<file path="config.mk">
export PLATFORM = sky130hd
export DESIGN_NAME = weight_stream_loader
export DESIGN_NICKNAME = d
export VERILOG_FILES = /design/src/rtl/lstm_pkg.sv /design/src/rtl/ws_skid_fifo.sv /design/src/rtl/weight_stream_loader.sv
export SDC_FILE = /design/constraint.sdc
export NUM_CORES = 1
export LEC_CHECK = 0
export CORE_MARGIN = 8
export CORE_UTILIZATION = 50
export DETAILED_ROUTE_END_ITERATION = 8
export GPL_ROUTABILITY_DRIVEN = 0
export GPL_TIMING_DRIVEN = 0
export PLACE_DENSITY = 0.75
export SLEW_MARGIN = 10
export SYNTH_ARGS = -nofsm -noshare
export SYNTH_HDL_FRONTEND = slang
export SYNTH_SLANG_ARGS = --single-unit
</file>
<file path="constraint.sdc">
create_clock -name clk -period 8.8 [get_ports clk]
set_input_delay 1.76 -clock clk [delete_from_list [all_inputs] [get_ports clk]]
set_output_delay 1.76 -clock clk [all_outputs]
set_load 0.005 [all_outputs]
</file>
<file path="src/rtl/lstm_pkg.sv">
// Shared LSTM sizing constants, weight-image size helpers and the loader FSM state type.
package lstm_pkg;

  localparam int INPUT_SIZE  = 96;
  localparam int HIDDEN_SIZE = 512;
  localparam int QZ          = 16;

  // Four gates, each with an input block (W_ih) and a recurrent block (W_hh).
  function automatic int total_words(input int in_sz, input int hid_sz);
    return 4 * hid_sz * (in_sz + hid_sz);
  endfunction

  function automatic int addr_width(input int in_sz, input int hid_sz);
    return $clog2(total_words(in_sz, hid_sz));
  endfunction

  typedef enum logic [1:0] {
    IDLE,
    STREAM,
    DRAIN,
    DONE
  } ws_state_t;

endpackage

</file>
<file path="src/rtl/ws_skid_fifo.sv">
// Small synchronous FIFO holding returned weight words until weight_save accepts them.
module ws_skid_fifo #(
  parameter  int WIDTH = 16,
  parameter  int DEPTH = 4,
  localparam int PTR_W = (DEPTH > 1) ? $clog2(DEPTH) : 1,
  localparam int CNT_W = $clog2(DEPTH + 1)
) (
  input  logic             clk,
  input  logic             rst_n,
  input  logic             push,
  input  logic             pop,
  input  logic [WIDTH-1:0] din,
  output logic [WIDTH-1:0] dout,
  output logic             full,
  output logic             empty,
  output logic [CNT_W-1:0] count
);

  logic [WIDTH-1:0] mem [DEPTH];
  logic [PTR_W-1:0] wr_ptr;
  logic [PTR_W-1:0] rd_ptr;

  function automatic logic [PTR_W-1:0] ptr_next(input logic [PTR_W-1:0] p);
    return (p == PTR_W'(DEPTH - 1)) ? '0 : p + PTR_W'(1);
  endfunction

  always_ff @(posedge clk) begin
    if (push) mem[wr_ptr] <= din;
  end

  always_ff @(posedge clk) begin
    if (!rst_n) begin
      wr_ptr <= '0;
      rd_ptr <= '0;
      count  <= '0;
    end else begin
      if (push) wr_ptr <= ptr_next(wr_ptr);
      if (pop)  rd_ptr <= ptr_next(rd_ptr);
      case ({push, pop})
        2'b10:   count <= count + CNT_W'(1);
        2'b01:   count <= count - CNT_W'(1);
        default: count <= count;
      endcase
    end
  end

  assign empty = (count == '0);
  assign full  = (count == CNT_W'(DEPTH));
  // An empty buffer presents zero so the write port idles at its reset value.
  assign dout  = empty ? '0 : mem[rd_ptr];

  a_no_underflow: assert property (@(posedge clk) disable iff (!rst_n) !(pop && empty));

endmodule

</file>
<file path="src/rtl/weight_stream_loader.sv">
// Streams the LSTM weight image from a synchronous-read memory into weight_save,
// hiding the read latency behind a credit-controlled skid buffer.
//   state  | meaning
//   IDLE   | waiting for start, no reads
//   STREAM | issuing reads while credit allows
//   DRAIN  | all reads issued, waiting for returns and buffer to empty
//   DONE   | one-cycle end-of-pass, restart if continuous
module weight_stream_loader #(
  parameter  int INPUT_SIZE  = lstm_pkg::INPUT_SIZE,
  parameter  int HIDDEN_SIZE = lstm_pkg::HIDDEN_SIZE,
  parameter  int QZ          = lstm_pkg::QZ,
  parameter  int RD_LAT      = 2,
  localparam int TOTAL_WORDS = lstm_pkg::total_words(INPUT_SIZE, HIDDEN_SIZE),
  localparam int ADDR_W      = lstm_pkg::addr_width(INPUT_SIZE, HIDDEN_SIZE)
) (
  input  logic              clk,
  input  logic              rst_n,
  input  logic              start,
  input  logic              continuous,
  output logic              mem_rd_en,
  output logic [ADDR_W-1:0] mem_addr,
  input  logic [QZ-1:0]     mem_rdata,
  input  logic              fifo_ready,
  output logic              wr_valid,
  output logic [QZ-1:0]     wr_data,
  output logic              busy,
  output logic              done,
  output logic [15:0]       pass_cnt
);

  import lstm_pkg::*;

  localparam int DEPTH = RD_LAT + 2;
  localparam int CNT_W = $clog2(DEPTH + 1);
  localparam int INF_W = $clog2(RD_LAT + 1);
  localparam int SUM_W = CNT_W + 1;

  ws_state_t         state;
  ws_state_t         state_nxt;
  logic [ADDR_W-1:0] addr;
  logic [RD_LAT-1:0] rd_pipe;
  logic [INF_W-1:0]  inflight;
  logic [CNT_W-1:0]  fifo_count;
  logic              fifo_full;
  logic              fifo_empty;
  logic              push;
  logic              pop;
  logic              last_addr;
  logic [SUM_W-1:0]  credit_used;

  assign push      = rd_pipe[RD_LAT-1];
  assign pop       = !fifo_empty && fifo_ready;
  assign wr_valid  = pop;
  assign mem_addr  = addr;
  assign busy      = (state != IDLE);
  assign last_addr = (addr == ADDR_W'(TOTAL_WORDS - 1));

  always_comb begin
    inflight = '0;
    for (int i = 0; i < RD_LAT; i++) inflight = inflight + INF_W'(rd_pipe[i]);
  end

  // Words already owed to the buffer plus words in it, net of this cycle's pop.
  assign credit_used = SUM_W'(inflight) + SUM_W'(fifo_count) - SUM_W'(pop);

  always_comb begin
    state_nxt = state;
    mem_rd_en = 1'b0;
    done      = 1'b0;
    case (state)
      IDLE: begin
        if (start) state_nxt = STREAM;
      end
      STREAM: begin
        mem_rd_en = (credit_used < SUM_W'(DEPTH));
        if (mem_rd_en && last_addr) state_nxt = DRAIN;
      end
      DRAIN: begin
        if (inflight == '0 && (fifo_empty || (fifo_count == CNT_W'(1) && pop)))
          state_nxt = DONE;
      end
      DONE: begin
        done      = 1'b1;
        state_nxt = continuous ? STREAM : IDLE;
      end
      default: state_nxt = IDLE;
    endcase
  end

  always_ff @(posedge clk) begin
    if (!rst_n) begin
      state    <= IDLE;
      addr     <= '0;
      rd_pipe  <= '0;
      pass_cnt <= '0;
    end else begin
      state   <= state_nxt;
      rd_pipe <= RD_LAT'({rd_pipe, mem_rd_en});
      // Wrapping on the final issue leaves the address at 0 for the next pass.
      if (mem_rd_en) addr <= last_addr ? '0 : addr + ADDR_W'(1);
      if (state == DONE) pass_cnt <= pass_cnt + 16'd1;
    end
  end

  ws_skid_fifo #(
    .WIDTH(QZ),
    .DEPTH(DEPTH)
  ) u_skid (
    .clk  (clk),
    .rst_n(rst_n),
    .push (push),
    .pop  (pop),
    .din  (mem_rdata),
    .dout (wr_data),
    .full (fifo_full),
    .empty(fifo_empty),
    .count(fifo_count)
  );

  a_no_overflow: assert property (@(posedge clk) disable iff (!rst_n) !(push && fifo_full && !pop));

endmodule
</file>
# Word level (Yosys, flattened, before mapping)

Memories as Yosys holds them, arrays and structs flattened. A register that Yosys moved wholly into a read port is not among the register bits.
Index checks and enable logic that the tools add are counted.

$add $sub $neg: 9
Multipliers: 0
Div/mod/pow operators: 0
Magnitude comparators: 1
Eq/ne operators: 12
Shifts and indexed selects: 0
Muxes and demuxes: 16
Bitwise logic cells: 0
Reduce and logical (&&, ||, !) cells: 12

Operators with widths:

| kind                    | count |
|---|---|
| $add A21 B1 Y21 const B | 1 |
| $eq A21 B21 Y1 const B  | 1 |
| $mux W21                | 1 |
| $add A16 B1 Y16 const B | 1 |
| $mux W16                | 1 |
| $mux W2                 | 7 |
| $eq A2 B2 Y1 const B    | 5 |
| $pmux W2 S4             | 1 |
| $ne A2 B2 Y1 const B    | 3 |
| $pmux W3 S2             | 1 |
| $mux W1                 | 5 |
| $add A2 B1 Y2 const B   | 2 |
| $add A2 B3 Y4           | 1 |
| $eq A2 B1 Y1 const B    | 2 |
| $logic_and A1 B1 Y1     | 4 |
| $logic_not A2 Y1        | 2 |
| $lt A4 B3 Y1 const B    | 1 |
| $reduce_bool A2 Y1      | 2 |
| $sub A4 B1 Y4           | 1 |
| $add A3 B1 Y3 const B   | 1 |
| $eq A3 B1 Y1 const B    | 1 |
| $logic_not A3 Y1        | 1 |
| $reduce_and A3 Y1       | 1 |
| $sub A3 B1 Y3 const B   | 1 |
| 3 further kinds         | 3 |

Flip-flop bits (word level): 48
Latch bits: 0
Memory bits (writable): 64
Memory bits (read-only): 0
Output and inout bits: 57
Logic and storage cells: 58
Memories kept: 1

Memory list:

| memory     | words | width | read ports | clocked after Yosys merged registers in | write ports | RTL line           | text |
|---|---|---|---|---|---|---|---|
| u_skid.mem | 4     | 16    | 1          | 1                                       | 1           | ws_skid_fifo.sv:19 | `logic [WIDTH-1:0] mem [DEPTH];` |

# Logic depth before layout (Yosys ltp)

Gate-level depths: netlist of run 1.

Depth after elaboration: 8
Mapped depth: 15
Gate-level depth less buffers: 13

# Cells and area by module

A second synthesis of run 1 with hierarchy kept.

Cells, all modules: 405
Area total of the unflattened synthesis: 5,291.3 um^2

By module, submodules not included:

| module               | instances | cells an instance | area an instance (um^2) | seq. area each (um^2) |
|---|---|---|---|---|
| ws_skid_fifo         | 1         | 148               | 2,996.6                 | 2,102.0 |
| weight_stream_loader | 1         | 257               | 2,294.7                 | 820.8 |

# Worst setup path after synthesis of run 1

OpenSTA, ideal clock, no wires.

Path type: input -> output
Start: input fifo_ready
End: output mem_rd_en
Data arrival time: 3,486 ps
Data required time: 7,040 ps
Path slack: 3,554 ps
Stages: 11
Buffers on the path: 2
Cells stage by stage: nand2_1 inv_1 nand2_1 ha_1 nand2_1 or4_1 o211a_2 o21ai_2 buf_6 buf_4 inv_1

Longest elaborated chain between the ends: 4

RTL lines:

| what                | RTL line                   | text |
|---|---|---|
| start: declaration  | weight_stream_loader.sv:23 | `input logic fifo_ready,` |
| $logic_and A1 B1 Y1 | weight_stream_loader.sv:52 | `assign pop = !fifo_empty && fifo_ready;` |
| via wr_valid        | weight_stream_loader.sv:24 | `output logic wr_valid,` |
| $sub A4 B1 Y4       | weight_stream_loader.sv:64 | `assign credit_used = SUM_W'(inflight) + SUM_W'(fifo_count) - SUM_W'(pop);` |
| $lt A4 B3 Y1        | weight_stream_loader.sv:75 | `mem_rd_en = (credit_used < SUM_W'(DEPTH));` |
| $mux W1             | weight_stream_loader.sv:70 | `case (state)` |
| end: declaration    | weight_stream_loader.sv:20 | `output logic mem_rd_en,` |

The timed path passes the listed nets, and every way through them passes these cells.

# Final worst setup path of run 1

Start: input fifo_ready
End: output mem_rd_en

Longest elaborated chain between the ends: 4

RTL lines:

| what                | RTL line |
|---|---|
| $logic_and A1 B1 Y1 | weight_stream_loader.sv:52 |
| $sub A4 B1 Y4       | weight_stream_loader.sv:64 |
| $lt A4 B3 Y1        | weight_stream_loader.sv:75 |
| $mux W1             | weight_stream_loader.sv:70 |

No other way between the ends.

==> results of run 1 <==
==> Yosys cell counts (3+ instances only) <==
cell type	count	area, sq um
nand4_1	5	31.28
nor2b_1	3	18.77
inv_1	19	71.32
o211ai_1	9	67.56
o21ai_1	7	35.03
buf_1	3	11.26
nand2_1	30	112.6
or4_1	7	52.55
and2_1	23	143.9
mux2i_1	4	40.04
xnor2_1	5	43.79
nand3b_1	3	22.52
nor3_1	4	20.02
a21oi_1	20	100.1
o21ai_0	6	30.03
and3_1	9	56.30
xor2_1	10	87.58
o31ai_1	3	22.52
dfxtp_1	50	1001
mux4_2	16	360.4
or3_1	9	56.30
nand3_1	13	65.06
edfxtp_1	64	1922
clkbuf_1	10	37.54
ha_1	22	275.3
nor2_1	28	105.1
==> cell usage in the layout, fill, tap and decap left out, drive strengths merged, types with 8 or more instances in the layout <==
cell type / count
nand3: 13
nor2: 28
clkdlybuf4s50: 77
clkbuf: 27
nand2: 30
o21ai: 14
buf: 8
dfxtp: 50
or3: 9
ha: 22
and3: 9
and2: 23
a21oi: 20
mux4: 16
edfxtp: 64
xor2: 10
inv: 23
o211ai: 9
==> critical path, cell delays in order <==
cell	delay (ns)
clkdlybuf4s50_1	0.61
nand2_1	0.15
inv_1	0.16
nand2_1	0.08
ha_1	0.30
nand2_1	0.07
or4_1	0.39
o211a_2	0.17
o21ai_2	0.36
buf_6	0.21
buf_4	0.18
inv_1	0.05
clkdlybuf4s50_1	0.44
==> report_power, final <==
group	internal, mW	switching, mW
logic	0.183	0.177
registers	0.590	0.0189
clock network	0.404	0.250
==> layout make-up <==
cell class              count  area (sq um)
plain buffers              18         88.84
multi-input cells         270          2077
inverters                  19         71.32
flip-flops and latches    114          2923
fillers                   789          3512
repair buffers             77         770.7
clock buffers              17         414.1
well taps                 136         170.2
clock inverters            15         157.7
==> kinds of logic after synthesis <==
family | share of synthesized area [%]
DFF | 56.64
and+or+nand+nor | 15.49
buffers and inverters | 3.104
adders and majority gates | 5.335
muxes | 7.760
AOI/OAI and AO/OA | 9.117
xor gates and xnor gates | 2.546
==> how the worst min path moves through the flow <==
stage	start	to	slack, ns
floorplan	rd_pipe[0]$_SDFF_PN0_	rd_pipe[1]$_SDFF_PN0_	0.44
global placement	rd_pipe[0]$_SDFF_PN0_	rd_pipe[1]$_SDFF_PN0_	0.46
detailed placement	rd_pipe[0]$_SDFF_PN0_	rd_pipe[1]$_SDFF_PN0_	0.47
CTS	rd_pipe[0]$_SDFF_PN0_	rd_pipe[1]$_SDFF_PN0_	0.48
global route	rd_pipe[0]$_SDFF_PN0_	rd_pipe[1]$_SDFF_PN0_	0.50
finish	rd_pipe[0]$_SDFF_PN0_	rd_pipe[1]$_SDFF_PN0_	0.49
==> state kept, by name, indices dropped and copies added, names as in the netlist, named ones only <==
signal	flops
pass_cnt	16
u_skid.rd_ptr	2
state	2
u_skid.count	3
u_skid.mem	64
u_skid.wr_ptr	2
mem_addr	21
rd_pipe	2
==> metrics by stage <==
stage / hold WS, ns / std cells / power (mW) / util (%) / cell area [sq um]
floorplan: 0.4406 / 421 / 0.8479 / - / 5160
global placement: 0.4641 / 634 / 0.9727 / 59.90 / 6101
detailed placement: 0.4716 / 634 / 0.9807 / 59.90 / 6101
CTS: 0.4834 / 666 / 1.637 / 65.52 / 6673
global route: 0.4990 / 666 / 1.697 / 65.52 / 6673
finish: 0.4853 / 666 / 1.624 / 65.52 / 6673
==> routing by layer <==
layer	wire length [um]	part of all wire, %	up-vias	GRT usage (%)
met5	0	0	-	0
met4	82	0.72	0	4.884
met3	673	5.9	11	6.475
met2	5615	49	106	28.51
met1	4996	44	1771	19.61
li1	-	-	1763	-
==> metrics.md, run 1 <==
| Metric | Value |
|---|---|
| Worst-Margin Slew | `0.8350 ns` |
| Cell Pwr Density | `243.3 nW/um^2` |
| Initial Util | `50.66%` |
| Place WS | `2.120 ns` |
| Cts bufs inserted | `17` |
| Die H | `117.6 um` |
| Die area | `13830 sq um` |
| Yosys reg bits | `114` |
| Global-route wire length before repair | `19030 um` |
| Detailed placement HPWL | `7667 um` |
| Starting DRT DRC Count | `208` |
| Worst Slack Setup Final | `2.115 ns` |
| Core Area | `10180 sq um` |
| Slew HR | `44.33%` |
| I/O pins | `78` |
| Synth Instances | `421` |
| RR Startpoint | `u_skid.count[0]$_SDFFE_PN0P_` |
| CTS tree | `done` |
| Area grow syn2layout | `29.32%` |
| Initial antenna violation count | `0` |
| WP data required | `7.04 ns` |
| EDFF count, synth | `64` |
| Sequential area share after synthesis | `56.64%` |
| Path depth of the worst reg2reg path | `15` |
| CP max FO | `10` |
| Status | `complete, no violations` |
| Critical Path Start Type | `input pin` |
| # clock sinks | `114` |
| # resized after CTS | `0` |
| GRT Util Overall | `16.92%` |
| CTS Root Cell | `clkbuf_8` |
| Max-cap violations | `0` |
| Critical path class | `input pin to primary output` |
| Syn Std Cell Area | `5160 sq um` |
| Routed vias | `3651` |
| Worst skew pair latency | `0.51 ns` |
| Async set-reset flop share out of synthesis | `0%` |
| GRT overflow | `0` |
| Synth cell types | `55` |
| Setup crit end | `mem_rd_en` |
| H-tree levels | `4` |
| Post-Syn Area per Cell | `12.26 sq um` |
| # rows | `37` |
| R2R Path End | `mem_addr[15]$_SDFFE_PN0P_` |
| Flop-to-flop setup slack | `5.34 ns` |
| Unrepaired setup endpoints after global routing | `false` |
| Setup Buffers After CTS | `0` |
| Worst vdd ir | `167.6 uV` |
| Final WL | `11370 um` |
| Avg Vias per Cell | `5.482` |
| Routed length per instance | `17.07 um` |
| CP startpoint | `fifo_ready` |
| Period utilization | `75.96%` |
| Final Net Count | `560` |
| Clock Skews | `0.01241 ns` |
| Minimum clock period | `6.685 ns` |
| Final setup vio count | `0` |
| Diodes inserted | `0` |
| Hold-fix buffers, CTS | `0` |
| Layout cells sized above 1 | `11.13%` |
| Final TNS setup | `0 ns` |
| Post-DRT Antenna Nets | `0` |
| Yosys warns | `0` |
| Number of global-route vias before repair | `3783` |
| DR pass1 iterations | `6` |
| Clk buf depth | `2` |
| Largest net degree at the start of global routing | `17` |
| Static Leak | `2.298 nW` |
| Worst min path class | `register to register` |
| Maximum clock rate | `149.6 MHz` |
| Final hold vios | `0` |
| PortBufs | `77` |
| Final Max Tran Viols | `0` |
| Worst EP arrival | `4.92 ns` |
| Critical path endpoint category | `primary output` |
| Top FF cell, synth | `edfxtp_1` |
| Hold path cells | `2` |
| Clk pin slew, worst setup/hold paths | `0.06 ns` |
| DRC viols | `0` |
| Post-Syn Nets | `464` |
| Die W | `117.6 um` |
(Power assumes the default switching activity.)
==> run 2, diff against run 1 <==
==> constraint.sdc (replaced) <==
create_clock -name clk -period 6.34 [get_ports clk]
set_input_delay 1.268 -clock clk [delete_from_list [all_inputs] [get_ports clk]]
set_output_delay 1.268 -clock clk [all_outputs]
set_load 0.005 [all_outputs]
==> results of run 2 <==
The final DEF is identical to that of run 1. Status: complete, no violations.
Main changes from that run: setup slack after placement 2.120 ns -> 0.6443 ns; setup slack after layout 2.115 ns -> 0.6393 ns; register-to-register setup slack 5.34 ns -> 2.88 ns; total power 1.624 mW -> 2.254 mW; worst IR drop on VDD 167.6 uV -> 232.6 uV
==> run 3, diff against run 2 <==
--- a/config.mk
+++ b/config.mk
@@ -5,6 +5,7 @@
 export SDC_FILE = /design/constraint.sdc
 export NUM_CORES = 1
 export LEC_CHECK = 0
+export ABC_CLOCK_PERIOD_IN_PS = 6340
 export CORE_MARGIN = 8
 export CORE_UTILIZATION = 50
 export DETAILED_ROUTE_END_ITERATION = 8
==> results of run 3 <==
The final DEF is identical to that of run 1. Status: complete, no violations.
Main changes from that run: setup slack after placement 2.120 ns -> 0.6443 ns; setup slack after layout 2.115 ns -> 0.6393 ns; register-to-register setup slack 5.34 ns -> 2.88 ns; total power 1.624 mW -> 2.254 mW; worst IR drop on VDD 167.6 uV -> 232.6 uV
